<file path="config.mk">
export PLATFORM = sky130hd
export DESIGN_NAME = mem_arbiter
export DESIGN_NICKNAME = d
export VERILOG_FILES = /design/src/rtl/mem_arbiter.sv
export SDC_FILE = /design/constraint.sdc
export NUM_CORES = 1
export LEC_CHECK = 0
export CAP_MARGIN = 5
export CORE_MARGIN = 3
export CORE_UTILIZATION = 27
export DETAILED_ROUTE_END_ITERATION = 10
export GPL_ROUTABILITY_DRIVEN = 0
export HOLD_SLACK_MARGIN = 0.02
export PLACE_DENSITY = 0.84
export SLEW_MARGIN = 5
export SYNTH_ARGS = -nofsm -noshare
export SYNTH_HDL_FRONTEND = slang
export SYNTH_SLANG_ARGS = --single-unit
export TNS_END_PERCENT = 50
</file>
<file path="constraint.sdc">
create_clock -name clk -period 2 [get_ports clk]
set_clock_uncertainty 0.15 [all_clocks]
set_input_delay 0.4 -clock clk [delete_from_list [all_inputs] [get_ports clk]]
set_output_delay 0.4 -clock clk [all_outputs]
set_load 0.01 [all_outputs]
</file>
<file path="src/rtl/mem_arbiter.sv">
// Three-requester arbiter (ld, cpu, gpu) in front of a single-port byte
// memory with a registered 1-cycle read. ld has fixed priority; cpu/gpu
// share round-robin. A requester may lock the port for up to LOCK_MAX
// back-to-back grants. Writes into 0x000-0x1FF are granted but dropped
// and flagged on prot_err.
//
// Handshake: X_req is a request that must stay stable (with write, addr,
// wdata, lock) until X_gnt; X_gnt is combinational and means the access
// is issued to the memory in this same cycle. Dropping X_req before
// X_gnt cancels the request. For a granted read, X_rvalid is high for
// exactly one cycle on the next cycle, with rdata holding the data.
module mem_arbiter #(
  parameter int LOCK_MAX = 16
) (
  input  logic        clk,
  input  logic        rst_n,
  input  logic        ld_req,
  input  logic        ld_write,
  input  logic [11:0] ld_addr,
  input  logic [7:0]  ld_wdata,
  input  logic        ld_lock,
  output logic        ld_gnt,
  output logic        ld_rvalid,
  input  logic        cpu_req,
  input  logic        cpu_write,
  input  logic [11:0] cpu_addr,
  input  logic [7:0]  cpu_wdata,
  input  logic        cpu_lock,
  output logic        cpu_gnt,
  output logic        cpu_rvalid,
  input  logic        gpu_req,
  input  logic        gpu_write,
  input  logic [11:0] gpu_addr,
  input  logic [7:0]  gpu_wdata,
  input  logic        gpu_lock,
  output logic        gpu_gnt,
  output logic        gpu_rvalid,
  output logic [7:0]  rdata,
  output logic        mem_en,
  output logic        mem_write,
  output logic [11:0] mem_addr,
  output logic [7:0]  mem_wdata,
  input  logic [7:0]  mem_rdata,
  output logic        prot_err,
  output logic        dbg_locked
);

  localparam int CW = $clog2(LOCK_MAX + 1);

  typedef enum logic {IDLE = 1'b0, LOCKED = 1'b1} state_t;
  typedef enum logic [1:0] {OWN_LD = 2'd0, OWN_CPU = 2'd1, OWN_GPU = 2'd2} owner_t;

  state_t          state_q;
  owner_t          owner_q;
  logic [CW-1:0]   cnt_q;
  logic            last_gpu_q;   // 1: gpu won the last cpu/gpu tie-break
  logic [1:0]      run_q;        // grants open only after two sampled-high edges
  logic [2:0]      rv_q;         // {gpu, cpu, ld} read issued last cycle

  logic            owner_req;
  logic            hold;
  logic [2:0]      gnt_v;
  owner_t          gnt_id;
  logic            gnt_write;
  logic            gnt_lock;
  logic [11:0]     gnt_addr;
  logic [7:0]      gnt_wdata;
  logic            prot_hit;
  logic [CW-1:0]   cnt_next;

  // Owner's current request, used to keep or drop an active lock
  always_comb begin
    owner_req = 1'b0;
    case (owner_q)
      OWN_LD:  owner_req = ld_req;
      OWN_CPU: owner_req = cpu_req;
      OWN_GPU: owner_req = gpu_req;
      default: owner_req = 1'b0;
    endcase
  end

  assign hold = (state_q == LOCKED) && owner_req;

  // Grant selection: lock owner, else ld, else cpu/gpu round-robin
  always_comb begin
    gnt_v = 3'b000;
    if (run_q[1]) begin
      if (hold) begin
        case (owner_q)
          OWN_LD:  gnt_v = 3'b001;
          OWN_CPU: gnt_v = 3'b010;
          OWN_GPU: gnt_v = 3'b100;
          default: gnt_v = 3'b000;
        endcase
      end else if (ld_req) begin
        gnt_v = 3'b001;
      end else if (cpu_req && gpu_req) begin
        gnt_v = last_gpu_q ? 3'b010 : 3'b100;
      end else if (cpu_req) begin
        gnt_v = 3'b010;
      end else if (gpu_req) begin
        gnt_v = 3'b100;
      end
    end
  end

  // Route the winner's access fields to the memory side
  always_comb begin
    gnt_id    = OWN_LD;
    gnt_write = 1'b0;
    gnt_lock  = 1'b0;
    gnt_addr  = 12'h000;
    gnt_wdata = 8'h00;
    if (gnt_v[0]) begin
      gnt_id = OWN_LD;  gnt_write = ld_write;  gnt_lock = ld_lock;
      gnt_addr = ld_addr;  gnt_wdata = ld_wdata;
    end else if (gnt_v[1]) begin
      gnt_id = OWN_CPU; gnt_write = cpu_write; gnt_lock = cpu_lock;
      gnt_addr = cpu_addr; gnt_wdata = cpu_wdata;
    end else if (gnt_v[2]) begin
      gnt_id = OWN_GPU; gnt_write = gpu_write; gnt_lock = gpu_lock;
      gnt_addr = gpu_addr; gnt_wdata = gpu_wdata;
    end
  end

  // A protected write still takes its grant but never reaches the array
  assign prot_hit  = gnt_write && (gnt_addr[11:9] == 3'b000);
  assign cnt_next  = hold ? cnt_q + CW'(1) : CW'(1);

  assign ld_gnt    = gnt_v[0];
  assign cpu_gnt   = gnt_v[1];
  assign gpu_gnt   = gnt_v[2];
  assign mem_en    = |gnt_v;
  assign mem_write = gnt_write && !prot_hit;
  assign mem_addr  = gnt_addr;
  assign mem_wdata = gnt_wdata;
  assign prot_err  = prot_hit;

  assign ld_rvalid  = rv_q[0];
  assign cpu_rvalid = rv_q[1];
  assign gpu_rvalid = rv_q[2];
  assign rdata      = (|rv_q) ? mem_rdata : 8'h00;
  assign dbg_locked = (state_q == LOCKED);

  // Lock FSM, lock counter, round-robin history and read-return tags
  always_ff @(posedge clk or negedge rst_n) begin
    if (!rst_n) begin
      state_q    <= IDLE;
      owner_q    <= OWN_LD;
      cnt_q      <= '0;
      last_gpu_q <= 1'b1;
      run_q      <= 2'b00;
      rv_q       <= 3'b000;
    end else begin
      run_q <= {run_q[0], 1'b1};
      rv_q  <= gnt_v & {3{~gnt_write}};
      if (gnt_v[1] || gnt_v[2])
        last_gpu_q <= gnt_v[2];
      if ((|gnt_v) && gnt_lock && (cnt_next < CW'(LOCK_MAX))) begin
        state_q <= LOCKED;
        owner_q <= gnt_id;
        cnt_q   <= cnt_next;
      end else if ((|gnt_v) || ((state_q == LOCKED) && !owner_req)) begin
        state_q <= IDLE;
        cnt_q   <= '0;
      end
    end
  end

endmodule

</file>
### After elaboration in Yosys (flattened, before gate mapping)

Cells that the tools add are included.

* register bits: 14
* bits of input ports: 79
* output and inout port bits: 38
* logic and storage cells: 58

* add/subtract/negate cells: 1
* magnitude comparators: 1
* equality and inequality tests: 2
* mux-type cells: 30
* bitwise logic cells: 2
* reduce and logical (&&, ||, !) cells: 16

Operators with widths (count)
* $mux W12: 3
* $mux W8: 4
* $mux W3: 7
* $mux W5: 3
* $pmux W3 S3: 1
* $mux W1: 8
* $logic_and A1 B1 Y1: 7
* $mux W2: 3
* $reduce_or A3 Y1: 2
* $add A5 B1 Y5 const B: 1
* $lt A5 B5 Y1 const B: 1
* $and A3 B3 Y3: 1
* $logic_not A3 Y1: 1
* $pmux W1 S3: 1
* $eq A2 B1 Y1 const B: 1
* $eq A2 B2 Y1 const B: 1
* $logic_not A1 Y1: 2
* $logic_not A2 Y1: 1
* $logic_or A1 B1 Y1: 2
* $reduce_bool A2 Y1: 1
* $not A1 Y1: 1

### Depth between registers and ports, before layout

* word-level depth: 13
* depth in mapped cells: 7
* mapped depth without buffers: 6

### Worst setup path before layout

No wires, ideal clock.

* kind: register to output
* start point: register owner_q[0]
* end point: output port prot_err
* arrival: 1.872 ns
* data required time: 1.450 ns
* setup slack: -0.422 ns
* stages on the path, launching flop included: 7
* buffers on the path: 0
* path through: dfrtp_1 > nand2b_1 > o2111a_2 > and2_1 > a221oi_1 > inv_1 > nor4_1

* longest elaborated chain between the ends: 10
* elaborated cells on any way between the ends: 16
* classes of those cells: eq/ne (2); mux (10); reduce/logical (4)

Ends and longest elaborated chain
* start: declaration: RTL line 54 `owner_t owner_q;`
* start signal: assignment: RTL line 161 `owner_q <= gnt_id;`
* $eq A2 B2 Y1 (tied with other cells): RTL line 74, 89
* $pmux W1 S3: RTL line 74 `case (owner_q)`
* $logic_and A1 B1 Y1: RTL line 82 `assign hold = (state_q == LOCKED) && owner_req;`
* $mux W3 *: RTL line 88 `if (hold) begin`
* $mux W3 *: RTL line 87 `if (run_q[1]) begin`
* $mux W12: RTL line 120 `end else if (gnt_v[2]) begin`
* $mux W12: RTL line 117 `end else if (gnt_v[1]) begin`
* $mux W12 *: RTL line 114 `if (gnt_v[0]) begin`
* named net mem_addr[10]: RTL line 41 `output logic [11:0] mem_addr,`
* $logic_not A3 Y1 *: RTL line 127 `assign prot_hit = gnt_write && (gnt_addr[11:9] == 3'b000);`
* $logic_and A1 B1 Y1 *: RTL line 127
* end: declaration: RTL line 44 `output logic prot_err,`

The timed path passes the listed nets; every way through them passes the cells marked *.

### Worst setup path in the final report

* start point: register last_gpu_q
* end point: output port prot_err

* longest elaborated chain between the ends: 10
* elaborated cells on any way between the ends: 13
* classes of those cells: mux (11); reduce/logical (2)

Ends and longest elaborated chain
* start: declaration: RTL line 56 `logic last_gpu_q;`
* start signal: assignment: RTL line 158 `last_gpu_q <= gnt_v[2];`
* $mux W3 *: RTL line 98 `gnt_v = last_gpu_q ? 3'b010 : 3'b100;`
* $mux W3 *: RTL line 97 `end else if (cpu_req && gpu_req) begin`
* $mux W3 *: RTL line 95 `end else if (ld_req) begin`
* $mux W3 *: RTL line 88
* $mux W3 *: RTL line 87
* $mux W12: RTL line 120
* $mux W12: RTL line 117
* $mux W12: RTL line 114
* $logic_not A3 Y1: RTL line 127
* $logic_and A1 B1 Y1 *: RTL line 127

Every way passes the cells marked *; elsewhere a longest branch is shown, timed or not.

==> out/qor.yml <==
outcome: "finished with violations"
violations: "setup timing"
slowest_stage: "dfstp_2"
met2_length_um: 3270
cts_tree: "yes"
cts.sinks: 14
synthArstFlopShare: 1.00
cts_max_level: 1
r2r_setup_slack_ps: -90
drive_gt1_frac: 0.339
drc_errors: 0
fp.dieH_um: 71.9
cts-root-buf: "clkbuf_8"
crit_arrival_ps: 2190
switchingPower_uw: 545
cts_inserted_buffers: 3
slew_viol_final: 0
final_cell_mix: "clkdlybuf4s50_1, buf_4, inv_1, buf_2, a222oi_1"
initial_core_util: 0.287
path_clk_slew_ps: 60
required_ps: 1450
rsz0062_at_grt: "true"
fin_crit_sh: 1.37
pwr-share-clk: 0.179
postSynthCellCount: 135
crit_type: "flip-flop to primary output"
post-place-ws_ps: -1290
postPlaceCellArea_um2: 2550
setup_ws_ps: -744
synth_flop_cell: "dfrtp_1"
power_frac_seq: 0.240
critPathTopFamily: "compound AO/OA/AOI/OAI gates"
synth_warnings: 0
drt_wl_total_um: 5530
final_common_cell: "clkdlybuf4s50_1"
setup_violations: 32
core.rowCount: 23
syn_to_final_growth_pct: 142
vias: 1736
grt-ovfl-total: 0
worst_setup_path_end_kind: "primary output"
p_comb_frac: 0.581
dieArea_um2: 5170
powerDensity_nw_per_um2: 554
avgViaCountPerCell: 5.17
crit_buf_inv: 4
grt_pass1_vias: 1830
coreArea_um2: 4090
io_buffer_count: 116
wl_per_cell_um: 16.5
first_pass_iters: 10
drt-initial-drc-count: 151
postSynthAreaPerCell_um2: 8.69
hpwl_um: 4120
hold_viol: 0
clkLatencyLatePin_ps: 250
hold_class: "flip-flop to flip-flop"
post-route-util: 0.696
vdd_ir_drop_max_uv: 301
final_cell_area_um2: 2850
worstSetupStartpointType: "flip-flop"
max_freq_mhz: 364
grt_max_degree: 21
switching_share: 0.345
synth_edf_count: 0
p_int_mw: 1.03
hold_buffers: 0
yosysUniqueCellTypes: 45
grtUsageTotal: 0.208
finalNonFillerCells: 336
clockBufferDepth: 2
crit_chain: "or2_4, o22ai_4, o211a_4, buf_6, a222oi_1, buf_4, buf_6, nor4_4, buf_2"
crit_path_frequent_cell: "buf_6"
slowest_delay_ps: 550
wl_met3_um: 409
wl_met1_um: 1790
cp_max_fo: 4
highest_layer: "met4"
leakage_nw: 1.35
grt_pass1_wl_um: 8540
io_pins: 117
fin_hold_ws_ps: 199
maxCapViolCount: 0
dp.cells: 314
die_w_um: 71.9
ant_nets: 0
ys_ff_latch: 14
antenna_cells: 0
nNetsFinal: 367
synthesis.nets: 215
antenna_found_initial: 0
synth-seq-area-share: 0.300
syn_area_um2: 1170
fin_crit_ps: 2740
## registers in the layout, summed over array words and instances (netlist names)
signal,cells
run_q,2
owner_q,2
last_gpu_q,1
dbg_locked,1
cnt_q,5
rv_q,3
## repair_timing
action / CTS / global route
buffers inserted: 20 / 7
endpoints found under the setup margin: 43 / 35
pin swaps: 27 / 24
gates resized for setup: 128 / 36
## metrics by stage
step                      setup TNS, ps  total power, mW
after floorplan                   -2130            0.694
after global placement           -35300             1.15
after detailed placement         -36550             1.16
after CTS                        -18000             1.50
after global routing             -17710             1.67
final                            -14100             1.58
## path summary, 6_finish.rpt
check | end | from | depth (start not counted)
min reg2reg | run_q[1] | run_q[0] | 0
min | run_q[1] | run_q[0] | 0
min in group asynchronous | run_q[1] | rst_n | 2
max in group asynchronous | last_gpu_q | rst_n | 2
max reg2reg | rv_q[2] | last_gpu_q | 8
max | prot_err | last_gpu_q | 9
## kinds of logic (layout without fill, tap and decap cells)
kind of cell,after synthesis,in the layout,synth area share
xor+xnor,1,1,0.00746
simple gates,36,36,0.178
fa+ha+maj,1,1,0.0107
mux,3,3,0.0277
compound gates,45,45,0.355
buf+inv,34,185,0.118
other cells,1,1,0.00320
flops,14,14,0.300
## synthesized netlist by cell type, types with 2 or more instances
master     instances  area [um^2]
o2111ai_1          2         17.5
inv_1             25         93.8
o31ai_1            2         15.0
nor4_1             2         12.5
a21o_1             2         15.0
a311oi_1           2         17.5
nand3_1            2         10.0
nor3_1             3         15.0
a32o_1             3         30.0
dfrtp_1           13          325
o21ai_0            2         10.0
nand2b_1           2         12.5
buf_2              3         15.0
clkbuf_1           4         15.0
and2_1             5         31.3
o211a_1            2         20.0
nand2_1            5         18.8
nor2b_1           10         62.6
mux2_2             2         22.5
a222oi_1          18          180
a221oi_1           2         17.5
## power by group through the flow
stage               Combinational (mW)  Sequential (mW)  Clock, mW
floorplan                        0.324            0.369          0
global placement                 0.775            0.370          0
detailed placement               0.789            0.373          0
CTS                              0.848            0.369      0.282
global route                     0.987            0.386      0.298
finish                           0.916            0.378      0.282
## metal layers
metal | track usage | up-vias
met5 | 0 | -
met4 | 0.0731 | 0
met3 | 0.0332 | 5
met2 | 0.421 | 82
met1 | 0.209 | 822
li1 | - | 827
## cell type report
class / instances / area (um^2)
clock buffers: 4 / 55.1
well taps: 50 / 62.6
inverters: 26 / 97.6
multi-input cells: 87 / 878
flip-flops and latches: 14 / 354
repair buffers: 155 / 1400
fillers: 315 / 1240
No activity file was read; power rests on OpenSTA's default activity.
